File: config.mk
export PLATFORM = sky130hd
export DESIGN_NAME = regfile_onehot_wr
export DESIGN_NICKNAME = d
export VERILOG_FILES = /design/src/rtl/regfile_onehot_wr.sv
export SDC_FILE = /design/constraint.sdc
export NUM_CORES = 1
export LEC_CHECK = 0
export ABC_AREA = 1
export BUFFER_PORTS_ARGS = -buffer_cell sky130_fd_sc_hd__buf_2
export CAP_MARGIN = 20
export CORE_UTILIZATION = 56
export DETAILED_ROUTE_END_ITERATION = 6
export PLACE_DENSITY = 0.79
export SLEW_MARGIN = 40
export SYNTH_ARGS = -nofsm -noshare
export SYNTH_HDL_FRONTEND = slang
export SYNTH_SLANG_ARGS = --single-unit
File: constraint.sdc
create_clock -name clk -period 2.3 [get_ports clk]
set_input_delay 0.23 -clock clk [delete_from_list [all_inputs] [get_ports clk]]
set_output_delay 0.23 -clock clk [all_outputs]
set_load 0.02 [all_outputs]
File: src/rtl/regfile_onehot_wr.sv
// 8-entry register file with one-hot write selects, two registered read ports,
// a write acknowledge pulse and a sticky malformed-select error flag.
module regfile_onehot_wr #(
    parameter int unsigned WIDTH   = 8,
    parameter bit          ZERO_R0 = 1'b0
) (
    input  logic             clk,
    input  logic             rst,
    input  logic             wr_en,
    input  logic [7:0]       wr_sel,
    input  logic [WIDTH-1:0] wr_data,
    input  logic [2:0]       rd_a_addr,
    input  logic [2:0]       rd_b_addr,
    output logic [WIDTH-1:0] rd_a_data,
    output logic [WIDTH-1:0] rd_b_data,
    output logic             wr_ack,
    output logic             sel_err,
    input  logic             err_clr
);

    logic [WIDTH-1:0] regs_q [8];
    logic [WIDTH-1:0] regs_d [8];
    logic [WIDTH-1:0] rd_a_q, rd_a_d;
    logic [WIDTH-1:0] rd_b_q, rd_b_d;
    logic             wr_ack_q, wr_ack_d;
    logic             sel_err_q, sel_err_d;

    logic sel_onehot;
    logic wr_accept;
    logic wr_illegal;

    // Exactly one bit set: non-zero, and clearing the lowest set bit leaves nothing.
    assign sel_onehot = (wr_sel != 8'h00) && ((wr_sel & (wr_sel - 8'd1)) == 8'h00);
    assign wr_accept  = wr_en && sel_onehot;
    assign wr_illegal = wr_en && !sel_onehot;

    // Next register contents; register 0 is never written when hardwired to zero.
    always_comb begin
        for (int i = 0; i < 8; i++) begin
            regs_d[i] = regs_q[i];
            if (wr_accept && wr_sel[i] && !(ZERO_R0 && (i == 0))) begin
                regs_d[i] = wr_data;
            end
        end
    end

    // Reads look at next-state contents, giving write-first bypass for free.
    always_comb begin
        rd_a_d = regs_d[rd_a_addr];
        rd_b_d = regs_d[rd_b_addr];
        if (ZERO_R0 && (rd_a_addr == 3'd0)) begin
            rd_a_d = '0;
        end
        if (ZERO_R0 && (rd_b_addr == 3'd0)) begin
            rd_b_d = '0;
        end
    end

    // Status: ack mirrors acceptance; error is sticky and set beats clear.
    always_comb begin
        wr_ack_d  = wr_accept;
        sel_err_d = sel_err_q;
        if (wr_illegal) begin
            sel_err_d = 1'b1;
        end else if (err_clr) begin
            sel_err_d = 1'b0;
        end
    end

    // State registers with synchronous reset.
    always_ff @(posedge clk) begin
        if (rst) begin
            for (int i = 0; i < 8; i++) begin
                regs_q[i] <= '0;
            end
            rd_a_q    <= '0;
            rd_b_q    <= '0;
            wr_ack_q  <= 1'b0;
            sel_err_q <= 1'b0;
        end else begin
            for (int i = 0; i < 8; i++) begin
                regs_q[i] <= regs_d[i];
            end
            rd_a_q    <= rd_a_d;
            rd_b_q    <= rd_b_d;
            wr_ack_q  <= wr_ack_d;
            sel_err_q <= sel_err_d;
        end
    end

    assign rd_a_data = rd_a_q;
    assign rd_b_data = rd_b_q;
    assign wr_ack    = wr_ack_q;
    assign sel_err   = sel_err_q;

endmodule

==> parameters.txt, run 1 <==
Parameter                              Value

Die
  Die Footprint    8540 um2
  Floorplan row count    32
  Die height    92.4 um
  # IOs    44
  Horizontal extent of the die    92.4 um
  Core ar.    7810 um2
  Initial core utilization    58.6%

CTS
  Total of cells resized after clock tree synthesis    0
  Clock input transition at the sequential cells of the worst setup and hold paths    90 ps
  Insertion delay to the later sink of the worst-skew pair    360 ps
  Clock tree from TritonCTS    built
  Root buffer cell    clkbuf_8
  Clock buffer count from CTS    9
  Total setup buffers inserted after CTS    0
  Number of clock sinks    82
  Buffers from clock root to sink, at most    2
  Count of hold buffers inserted by post-cts repair    0
  Number of H-tree branching levels    3

Routing
  Remaining number of nets flagged by the antenna check after routing    0
  Total length of routed wires    15.2 mm
  Routed wire per std cell    18.6 um
  Detailed-router iteration count before antenna repair    5
  Vias post-DR    5227
  Residual DRC count    0
  Drt first-iter violations    520
  Via/cell ratio    6.41

Final layout
  Final-stage net count    734
  Final Instance Count excl. Fillers    815
  Post-synthesis to final-layout area growth    9.70%
  Post-route cell area    5020 um2
  Number of antenna cells inserted    0
  Share of the core filled with cells    64.3%
  Share of layout cells above drive strength 1    14.2%
  Number of fill cells in the layout    730

STA
  Final worst path period need    1850 ps
  Headroom to the max-slew limit    50.7%
  Final hold violation count    0
  Skew final    11.8 ps
  Actual transition at the worst max-transition pin    740 ps
  Final Slew Violations    0
  Count of final setup violators    0
  Highest attainable clock frequency    542 MHz
  Portion of the clock cycle consumed by the worst path in the final layout    80.3%
  Setup total negative slack    0 ps
  RSZ-0062 raised after global routing    no

Synthesis
  Syn Area/Cell    6.64 um2
  Unique cell type count in the Yosys netlist    25
  Dominant combinational cell family by area after synthesis    simple AND/OR/NAND/NOR gates
  Flip-flop cell with the highest count after synthesis    dfxtp_1
  Synth Register Bits    82
  Net Count, Synth    715
  Synth Area in Compound Gates    8.26%
  Syn Inst Count    689
  Sequential element share of the synthesized area    35.9%
  Asr flop ratio synth    0%
  Synth Area in XOR/XNOR    0%
  Number of flops mapped to enable cells by yosys    0
  Post-Synth Adder-Cell Area    0%
  Warnings from Yosys    0
  Multiplexer fraction of the synthesized cell area    0%
  Area of the mapped netlist    4580 um2
  Area share of and/or/nand/nor cells after synthesis    47.6%

Setup path
  Worst path most repeated cell    nand2_1
  Largest fanout of any net on the critical path    8
  Top cell family by delay on the critical path    simple AND/OR/NAND/NOR gates
  Cell chain of the critical path    buf_2 > inv_1 > nand2_1 > inv_1 > nand2_1 > nand2_1 > nand2_4 > nand4_2 > nand2_1 > nand3_1 > nand3_1 > nand3_1 > nand2_1 > nor2_1
  Type of destination of the critical path    register
  Critical path class    in -> reg
  Buffers plus inverters on the worst setup path    3
  Stage delay of the slowest cell on the critical path    330 ps
  Startpoint type of the worst setup path    input port
  Critical-path top delay cell    nand4_2
  Critical path data arrival time    2100 ps
  Data required time at the worst endpoint    2560 ps

Placed design
  Detailed Place HPWL    10.0 mm
  Weighted congestion reported at the end of routability-driven placement    0.910
  Number of I/O port buffers    43
  Placed insts    799
  Post-Place Cell Area    4810 um2

Pwr
  Fraction of power consumed by combinational cells    15.4%
  Part of the total power dissipated in sequential elements    47.8%
  Cell-internal power    2.12 mW
  Part of the total power dissipated in the clock network    36.8%
  Net switching power    916 uW
  Total power divided by cell area    604 nW/um2
  Share of total power consumed by net switching    30.2%
  Maximum vdd ir drop    0.000275 V
  Leakage power    2.25 nW

Global routing
  Via count of the first global-routing pass    4853
  Tot GR Track Use    36.5%
  Grt ovf    0
  Global-route wire length before repair    24.0 mm
  Largest net degree at the start of global routing    67
  Antenna violations before repair    0

Flow run
  Number of max-cap violations    0

Run status
  Result of the run    finished, final reports clean

Worst hold path
  Worst hold path type    in -> reg
per-stage QoR:
step	power [mW]	hold WS, ps	worst slack (ps)
floorplan	1.79	393	533
global placement	1.93	454	227
detailed placement	1.93	464	168
CTS	3.02	113	529
global route	3.14	132	302
finish	3.03	119	454
area by class of cell:
cell class	instances	area, um2	area share (%)
Multi-Input combinational cell	523	2560	51.0
Sequential cell	82	1640	32.7
Timing Repair Buffer	62	370	7.38
Clock buffer	10	138	2.74
Tap cell	102	128	2.54
Inverter	30	113	2.24
Clock inverter	6	72.6	1.45
routing by layer:
metal / share of wire (%) / global-route usage (%) / vias to the layer above
li1: - / - / 2406
met3: 10 / 4.43 / 104
met5: 0 / 0 / -
met2: 45 / 57.3 / 402
met1: 38 / 46.3 / 2315
met4: 6.9 / 25.4 / 0
cell usage in the layout (no fill, tap or decap), types with 2 or more instances in the layout:
cell type,synthesis,layout
inv_6,0,2
o21ai_2,2,2
nand3_1,172,172
nand4_2,6,6
o21ai_1,9,9
buf_2,13,43
nand2_1,151,151
nor2_1,66,66
a21oi_1,62,62
clkbuf_8,0,10
and2_1,4,4
nand4_4,4,4
inv_1,22,22
nand4_1,40,40
dfxtp_1,82,82
clkinv_1,3,3
buf_4,6,18
inv_2,5,5
nor2_4,2,2
clkinv_4,0,2
Yosys cell counts (5+ instances only):
cell type	n	area, um2
clkbuf_1	26	97.6
o21ai_1	9	45.0
nand4_1	40	250
buf_1	6	22.5
dfxtp_1	82	1640
inv_2	5	18.8
buf_4	6	45.0
nor2_1	66	248
buf_2	13	65.1
nand2_1	151	567
inv_1	22	82.6
nand4_2	6	75.1
nand3_1	172	861
a21oi_1	62	310
power by group through the flow:
stage	sequential [mW]	combinational, mW	clock (mW)
2_1_floorplan	1.51	0.282	0
4_1_cts	1.45	0.452	1.12
6_report	1.45	0.467	1.12
5_1_grt	1.45	0.498	1.19
3_5_place_dp	1.48	0.450	0
3_3_place_gp	1.48	0.448	0
tightest hold or removal path, delay by kind of cell:
kind                   cells  cell delay, ps
AOI/OAI and AO/OA          1              50
buffers and inverters      2             100
and+or+nand+nor            1              40
logic make-up (layout without fill, tap and decap cells):
kind of cell	count (synthesis)	count (layout)
buffers and inverters	84	108
DFF	82	82
and+or+nand+nor	449	449
AOI/OAI and AO/OA	74	74
state kept, by name (all words and copies together) (netlist names):
| register | flops |
|---|---|
| regs_q | 64 |
| rd_b_data | 8 |
| sel_err | 1 |
| rd_a_data | 8 |
| wr_ack | 1 |
final timing paths:
check | start | to | slack (ps) | cells after the start
setup / recovery | wr_sel[2] | rd_b_data[6] | 450 | 14
setup reg to reg | regs_q[0][5] | rd_a_data[5] | 1250 | 6
hold reg to reg | sel_err | sel_err | 470 | 2
hold / removal | err_clr | sel_err | 120 | 4
Note: power is estimated with default switching activity, not from simulation.
==> inputs of run 2 (changes only) <==
Settings changed: ABC_AREA 1 to 0, CORE_UTILIZATION 56 to 54, PLACE_DENSITY 0.79 to 0.8.
Clock period 2.3 ns to 1.65 ns, I/O delays scaled along.
==> run 2 against run 1 <==
Against the previous run: the run now ends with design-rule violations, negative setup slack left; final cell count down 2.6%; sequential share of layout area shrank 7.0 points; synthesized cell count down 21%; clock-buffer cell count is 3 higher; critical path depth shrank 6; utilization is 14 points higher; sequential cell count unchanged; largest cell class unchanged; first-iteration DRC count up 88%; non-clock buffer count rose by 113; clock power is 42% higher; combinational power grew 76%; wire length up 29%.
==> parameters.txt, run 2 <==
Parameter                              Value

Routing
  Remaining number of nets flagged by the antenna check after routing    0
  Total length of routed wires    19.6 mm
  Routed wire per std cell    24.7 um
  Vias post-DR    5719
  Detailed-router iteration count before antenna repair    7
  Drt first-iter violations    980
  Residual DRC count    9
  Via/cell ratio    7.20

Die
  Floorplan row count    33
  Horizontal extent of the die    93.6 um
  Initial core utilization    55.4%
  Core ar.    8180 um2
  Die height    93.6 um
  # IOs    44
  Die Footprint    8760 um2

Final layout
  Number of antenna cells inserted    0
  Final-stage net count    710
  Share of the core filled with cells    78.3%
  Share of layout cells above drive strength 1    37.7%
  Post-route cell area    6400 um2
  Post-synthesis to final-layout area growth    41.2%
  Number of fill cells in the layout    456
  Most used cells in the layout excluding fill and tap cells    109 x buf_4, 84 x nor2_1, 82 x dfxtp_1, 39 x buf_2, 36 x mux2i_1
  Flip-flop count of the largest register after layout    64
  Most frequent standard cell in the layout excluding fill and tap cells    buf_4
  Register with the highest flop count    regs_q
  Final Instance Count excl. Fillers    794

STA
  Worst Slack Setup Final    -277 ps
  Actual transition at the worst max-transition pin    683 ps
  Skew final    9.33 ps
  Highest attainable clock frequency    519 MHz
  Setup total negative slack    -2550 ps
  Count of final setup violators    16
  Final hold violation count    0
  Hold Worst Slack    94.0 ps
  RSZ-0062 raised after global routing    yes
  Final worst path period need    1930 ps
  Portion of the clock cycle consumed by the worst path in the final layout    117%
  Final Slew Violations    0
  Headroom to the max-slew limit    54.3%

Setup path
  Buffers plus inverters on the worst setup path    2
  Stage delay of the slowest cell on the critical path    540 ps
  Cell chain of the critical path    buf_12 > or4_4 > buf_6 > o31ai_4 > o21ai_2 > o211ai_1 > a21boi_1 > o32a_1
  Type of destination of the critical path    register
  Top cell family by delay on the critical path    compound AO/OA/AOI/OAI gates
  Critical path data arrival time    2160 ps
  Data required time at the worst endpoint    1880 ps
  Critical path class    in -> reg
  Critical-path top delay cell    or4_4
  Startpoint type of the worst setup path    input port
  Largest fanout of any net on the critical path    7

CTS
  Count of hold buffers inserted by post-cts repair    0
  Clock input transition at the sequential cells of the worst setup and hold paths    90 ps
  Number of clock sinks    82
  Root buffer cell    clkbuf_8
  Insertion delay to the later sink of the worst-skew pair    380 ps
  Buffers from clock root to sink, at most    2
  Clock buffer count from CTS    9
  Clock tree from TritonCTS    built
  Number of H-tree branching levels    3

Pwr
  Total power    4.42 mW
  Maximum vdd ir drop    0.000512 V
  Total power divided by cell area    691 nW/um2
  Leakage power    2.64 nW

Synthesis
  Area of the mapped netlist    4530 um2
  Number of flops mapped to enable cells by yosys    0
  Flip-flop cell with the highest count after synthesis    dfxtp_1
  Area share of the largest cell type after synthesis    36.2%
  List of most frequent post-synthesis cells    86 x nor2_1, 82 x dfxtp_1, 48 x mux2i_1
  Synth Register Bits    82
  Unique cell type count in the Yosys netlist    62
  Most used standard cell by instance count after synthesis    nor2_1
  Net Count, Synth    570
  Syn Inst Count    544
  Asr flop ratio synth    0%
  Sequential element share of the synthesized area    36.2%
  Syn Area/Cell    8.33 um2
  Cell type with the largest total area after synthesis    dfxtp_1
  Main area contributors after synthesis    dfxtp_1 36%, mux2i_1 11%, nor2_1 7.1%
  Warnings from Yosys    0

Global routing
  Global-route wire length before repair    27.3 mm
  Largest net degree at the start of global routing    38
  Antenna violations before repair    0
  Via count of the first global-routing pass    5124
  Grt ovf    0
  Tot GR Track Use    40.5%

Placed design
  Placed insts    754
  Weighted congestion reported at the end of routability-driven placement    0.958
  Post-Place Cell Area    5650 um2
  Worst-case setup slack after placement    -575 ps
  Number of I/O port buffers    43
  Detailed Place HPWL    10.6 mm

Run status
  Result of the run    finished, violations left
  Failing checks    design-rule violations, negative setup slack

Worst hold path
  Worst hold path type    in -> reg

Flow run
  Number of max-cap violations    0
[run 2: cell types whose count changed in the layout (fill, tap and decap cells not counted), sizes merged, moves of 12 or more]
| cell | before | now |
|---|---|---|
| mux2i | 0 | 48 |
| nor3 | 0 | 22 |
| nand2 | 152 | 28 |
| nand4 | 50 | 3 |
| nor2b | 0 | 15 |
| inv | 29 | 14 |
| buf | 62 | 175 |
| a21oi | 62 | 34 |
| nor2 | 70 | 89 |
| nand3 | 173 | 13 |
| or3 | 0 | 12 |
[run 2: report_power, final]
part	internal, mW	switching, mW
sequential	2.00	0.0109
combinational	0.311	0.510
clock	0.790	0.797
total	3.11	1.32
[run 2: repair_timing]
action | 4_1_cts | 5_1_grt
hold endpoints to repair | 0 | 0
cloned | 0 | 0
setup endpoints to repair | 16 | 20
pin swaps | 26 | 18
setup buffers | 13 | 12
resized for setup | 45 | 44
[run 2: path summary, 6_finish.rpt]
| path | start | end | slack, ps | depth (start not counted) |
|---|---|---|---|---|
| worst max register to register | regs_q[1][29] | rd_b_data[5] | 80 | 6 |
| worst min-delay path | err_clr | sel_err | 90 | 4 |
| worst min register to register | regs_q[1][30] | regs_q[1][30] | 470 | 2 |
| worst max-delay path | wr_sel[3] | rd_a_data[6] | -280 | 8 |
[run 2: area by class of cell]
class / count / area, um2 / area share, %
Multi-Input combinational cell: 403 / 2990 / 46.7
Inverter: 13 / 48.8 / 0.762
Clock inverter: 3 / 46.3 / 0.723
Tap cell: 105 / 131 / 2.05
Clock buffer: 13 / 159 / 2.48
Sequential cell: 82 / 1640 / 25.6
Timing Repair Buffer: 175 / 1380 / 21.6
[run 2: logic make-up (layout without fill, tap and decap cells)]
kind of cell	count (synthesis)	count (layout)	synth area share (%)
buf+inv	59	204	5.19
simple gates	208	208	23.0
flops	82	82	36.2
mux	54	54	13.3
compound gates	141	141	22.3
[run 2: layer usage]
layer | share of wire, % | GRT usage [%]
met5 | 0 | 0
met4 | 8.9 | 20.3
met3 | 14 | 11.1
met2 | 43 | 64.5
met1 | 34 | 50.1
[run 2: worst min-delay path, cell delays in order]
cell,delay [ps]
buf_2,80
nor2b_1,30
a21oi_1,110
nor2_1,50
==> inputs of run 3 (changes only) <==
Settings changed: CORE_UTILIZATION 54 to 56, PLACE_DENSITY 0.8 to 0.79, SETUP_SLACK_MARGIN set to 0.1.
Clock period 1.65 ns to 2.4 ns, I/O delays scaled along.
==> run 3 against run 2 <==
Against the previous run: the run now ends clean; largest power group unchanged; total power fell by 36%; die area down 3.5%; sequential cell count is the same; via count shrank 24%; worst hold slack gained 97 ps; sequential share of layout area increased by 6.7 points; register-to-register slack improved by 740 ps; worst setup slack better by 610 ps; largest cell class unchanged; critical path depth decreased by 1; highest routed layer unchanged; global-route usage down 8.6 points; clock skew is 0.96 ps lower.
==> parameters.txt, run 3 (synthesis gave the netlist of run 2 again) <==
Parameter                              Value

Run status
  Result of the run    finished, final reports clean

CTS
  Clock buffer count from CTS    9
  Total of cells resized after clock tree synthesis    0
  Clock input transition at the sequential cells of the worst setup and hold paths    80 ps
  Number of clock sinks    82
  Root buffer cell    clkbuf_8
  Buffers from clock root to sink, at most    2
  Insertion delay to the later sink of the worst-skew pair    360 ps
  Count of hold buffers inserted by post-cts repair    0
  Number of H-tree branching levels    3
  Total setup buffers inserted after CTS    0
  Clock tree from TritonCTS    built

Final layout
  Final-stage net count    598
  Most used cells in the layout excluding fill and tap cells    86 x nor2_1, 82 x dfxtp_1, 48 x mux2i_1, 43 x buf_2, 34 x a21oi_1
  Number of antenna cells inserted    0
  Post-synthesis to final-layout area growth    11.8%
  Most frequent standard cell in the layout excluding fill and tap cells    nor2_1
  Number of fill cells in the layout    657
  Register with the highest flop count    regs_q
  Flip-flop count of the largest register after layout    64
  Share of layout cells above drive strength 1    17.2%

Global routing
  Tot GR Track Use    31.8%
  Antenna violations before repair    0
  Grt ovf    0
  Via count of the first global-routing pass    4001
  Largest net degree at the start of global routing    33
  Global-route wire length before repair    21.0 mm

Pwr
  Share of total power consumed by net switching    28.2%
  Part of the total power dissipated in the clock network    37.3%
  Part of the total power dissipated in sequential elements    49.3%
  Leakage power    2.03 nW
  Maximum vdd ir drop    0.000267 V
  Cell-internal power    2.02 mW
  Fraction of power consumed by combinational cells    13.3%
  Total power divided by cell area    554 nW/um2
  Net switching power    794 uW

Die
  Die Footprint    8460 um2
  Core ar.    7770 um2
  Die height    92.0 um
  Horizontal extent of the die    92.0 um
  Floorplan row count    32
  # IOs    44
  Initial core utilization    58.4%

Routing
  Via/cell ratio    6.39
  Detailed-router iteration count before antenna repair    7
  Residual DRC count    0
  Drt first-iter violations    491
  Total length of routed wires    12.8 mm
  Vias post-DR    4336
  Remaining number of nets flagged by the antenna check after routing    0
  Routed wire per std cell    18.9 um

Setup path
  Critical-path top delay cell    o21ai_1
  Data required time at the worst endpoint    2630 ps
  Stage delay of the slowest cell on the critical path    520 ps
  Cell chain of the critical path    buf_2 > nor4_4 > nand3_1 > o21ai_1 > o221ai_1 > o21a_1 > a311oi_1
  Number of cells on the critical path    7
  Top cell family by delay on the critical path    compound AO/OA/AOI/OAI gates
  Type of destination of the critical path    register
  Buffers plus inverters on the worst setup path    1
  Largest fanout of any net on the critical path    8
  Depth of the most critical reg-to-reg path    6
  Terminus of the critical flop-to-flop path    rd_b_data[5]
  Critical path class    in -> reg
  Reg2Reg Launch Point    regs_q[1][29]
  Setup slack, reg-to-reg    820 ps
  Critical path data arrival time    2300 ps
  Startpoint type of the worst setup path    input port

STA
  Portion of the clock cycle consumed by the worst path in the final layout    86.0%
  Final worst path period need    2070 ps
  Setup total negative slack    0 ps
  Highest attainable clock frequency    484 MHz
  Skew final    8.37 ps
  RSZ-0062 raised after global routing    no
  Final hold violation count    0
  Hold Worst Slack    191 ps
  Final Slew Violations    0
  Headroom to the max-slew limit    49.5%
  Count of final setup violators    0
  Actual transition at the worst max-transition pin    756 ps

Worst hold path
  Launch instance of the worst min-delay path    err_clr
  Hold Path Stages    4
  Worst hold path type    in -> reg
  WHS Endpoint    sel_err

Placed design
  Number of I/O port buffers    43
  Weighted congestion reported at the end of routability-driven placement    0.883
  Detailed Place HPWL    9.19 mm

Flow run
  Number of max-cap violations    0
-- run 3: area by class of cell --
type / count / area, um2 / share of cell area [%]
Clock buffer: 11 / 141 / 2.79
Clock inverter: 5 / 63.8 / 1.26
Multi-Input combinational cell: 403 / 2660 / 52.4
Tap cell: 102 / 128 / 2.52
Sequential cell: 82 / 1640 / 32.4
Inverter: 13 / 48.8 / 0.962
Timing Repair Buffer: 63 / 390 / 7.70
-- run 3: worst max-delay path by stage --
stage	startpoint	to	slack (ps)
final	wr_sel[1]	rd_a_data[2]	330
after global routing	wr_sel[1]	rd_a_data[2]	100
after floorplan	wr_sel[4]	rd_b_data[2]	230
after detailed placement	wr_sel[1]	rd_a_data[2]	50
after CTS	wr_sel[1]	rd_a_data[2]	400
after global placement	wr_sel[1]	rd_a_data[2]	100
-- run 3: tightest hold or removal path: stages --
cell     delay, ps
buf_2           70
nor2b_1         30
a21oi_1        110
nor2_1          50
-- run 3: power groups by stage --
stage	registers, mW	logic [mW]	clock network (mW)
CTS	1.39	0.367	1.06
floorplan	1.44	0.224	0
finish	1.39	0.375	1.05
global placement	1.42	0.359	0
global route	1.39	0.403	1.11
detailed placement	1.42	0.366	0
-- run 3: metrics by stage --
stage	utilization, %	setup slack [ps]	power, mW	instances	cell area (um2)
floorplan	-	233	1.66	544	4530
finish	65.3	335	2.81	679	5070
global placement	62.6	97.6	1.78	663	4860
detailed placement	62.6	49.2	1.78	663	4860
global route	65.3	102	2.90	679	5070
CTS	65.3	401	2.81	679	5070
-- run 3: metal layers --
layer / global-route usage (%) / wire (um) / vias up
met3: 5.39 / 1140 / 19
met1: 45.8 / 5600 / 2055
li1: - / - / 2048
met4: 9.64 / 165 / 0
met2: 48.6 / 5920 / 214
met5: 0 / 0 / -
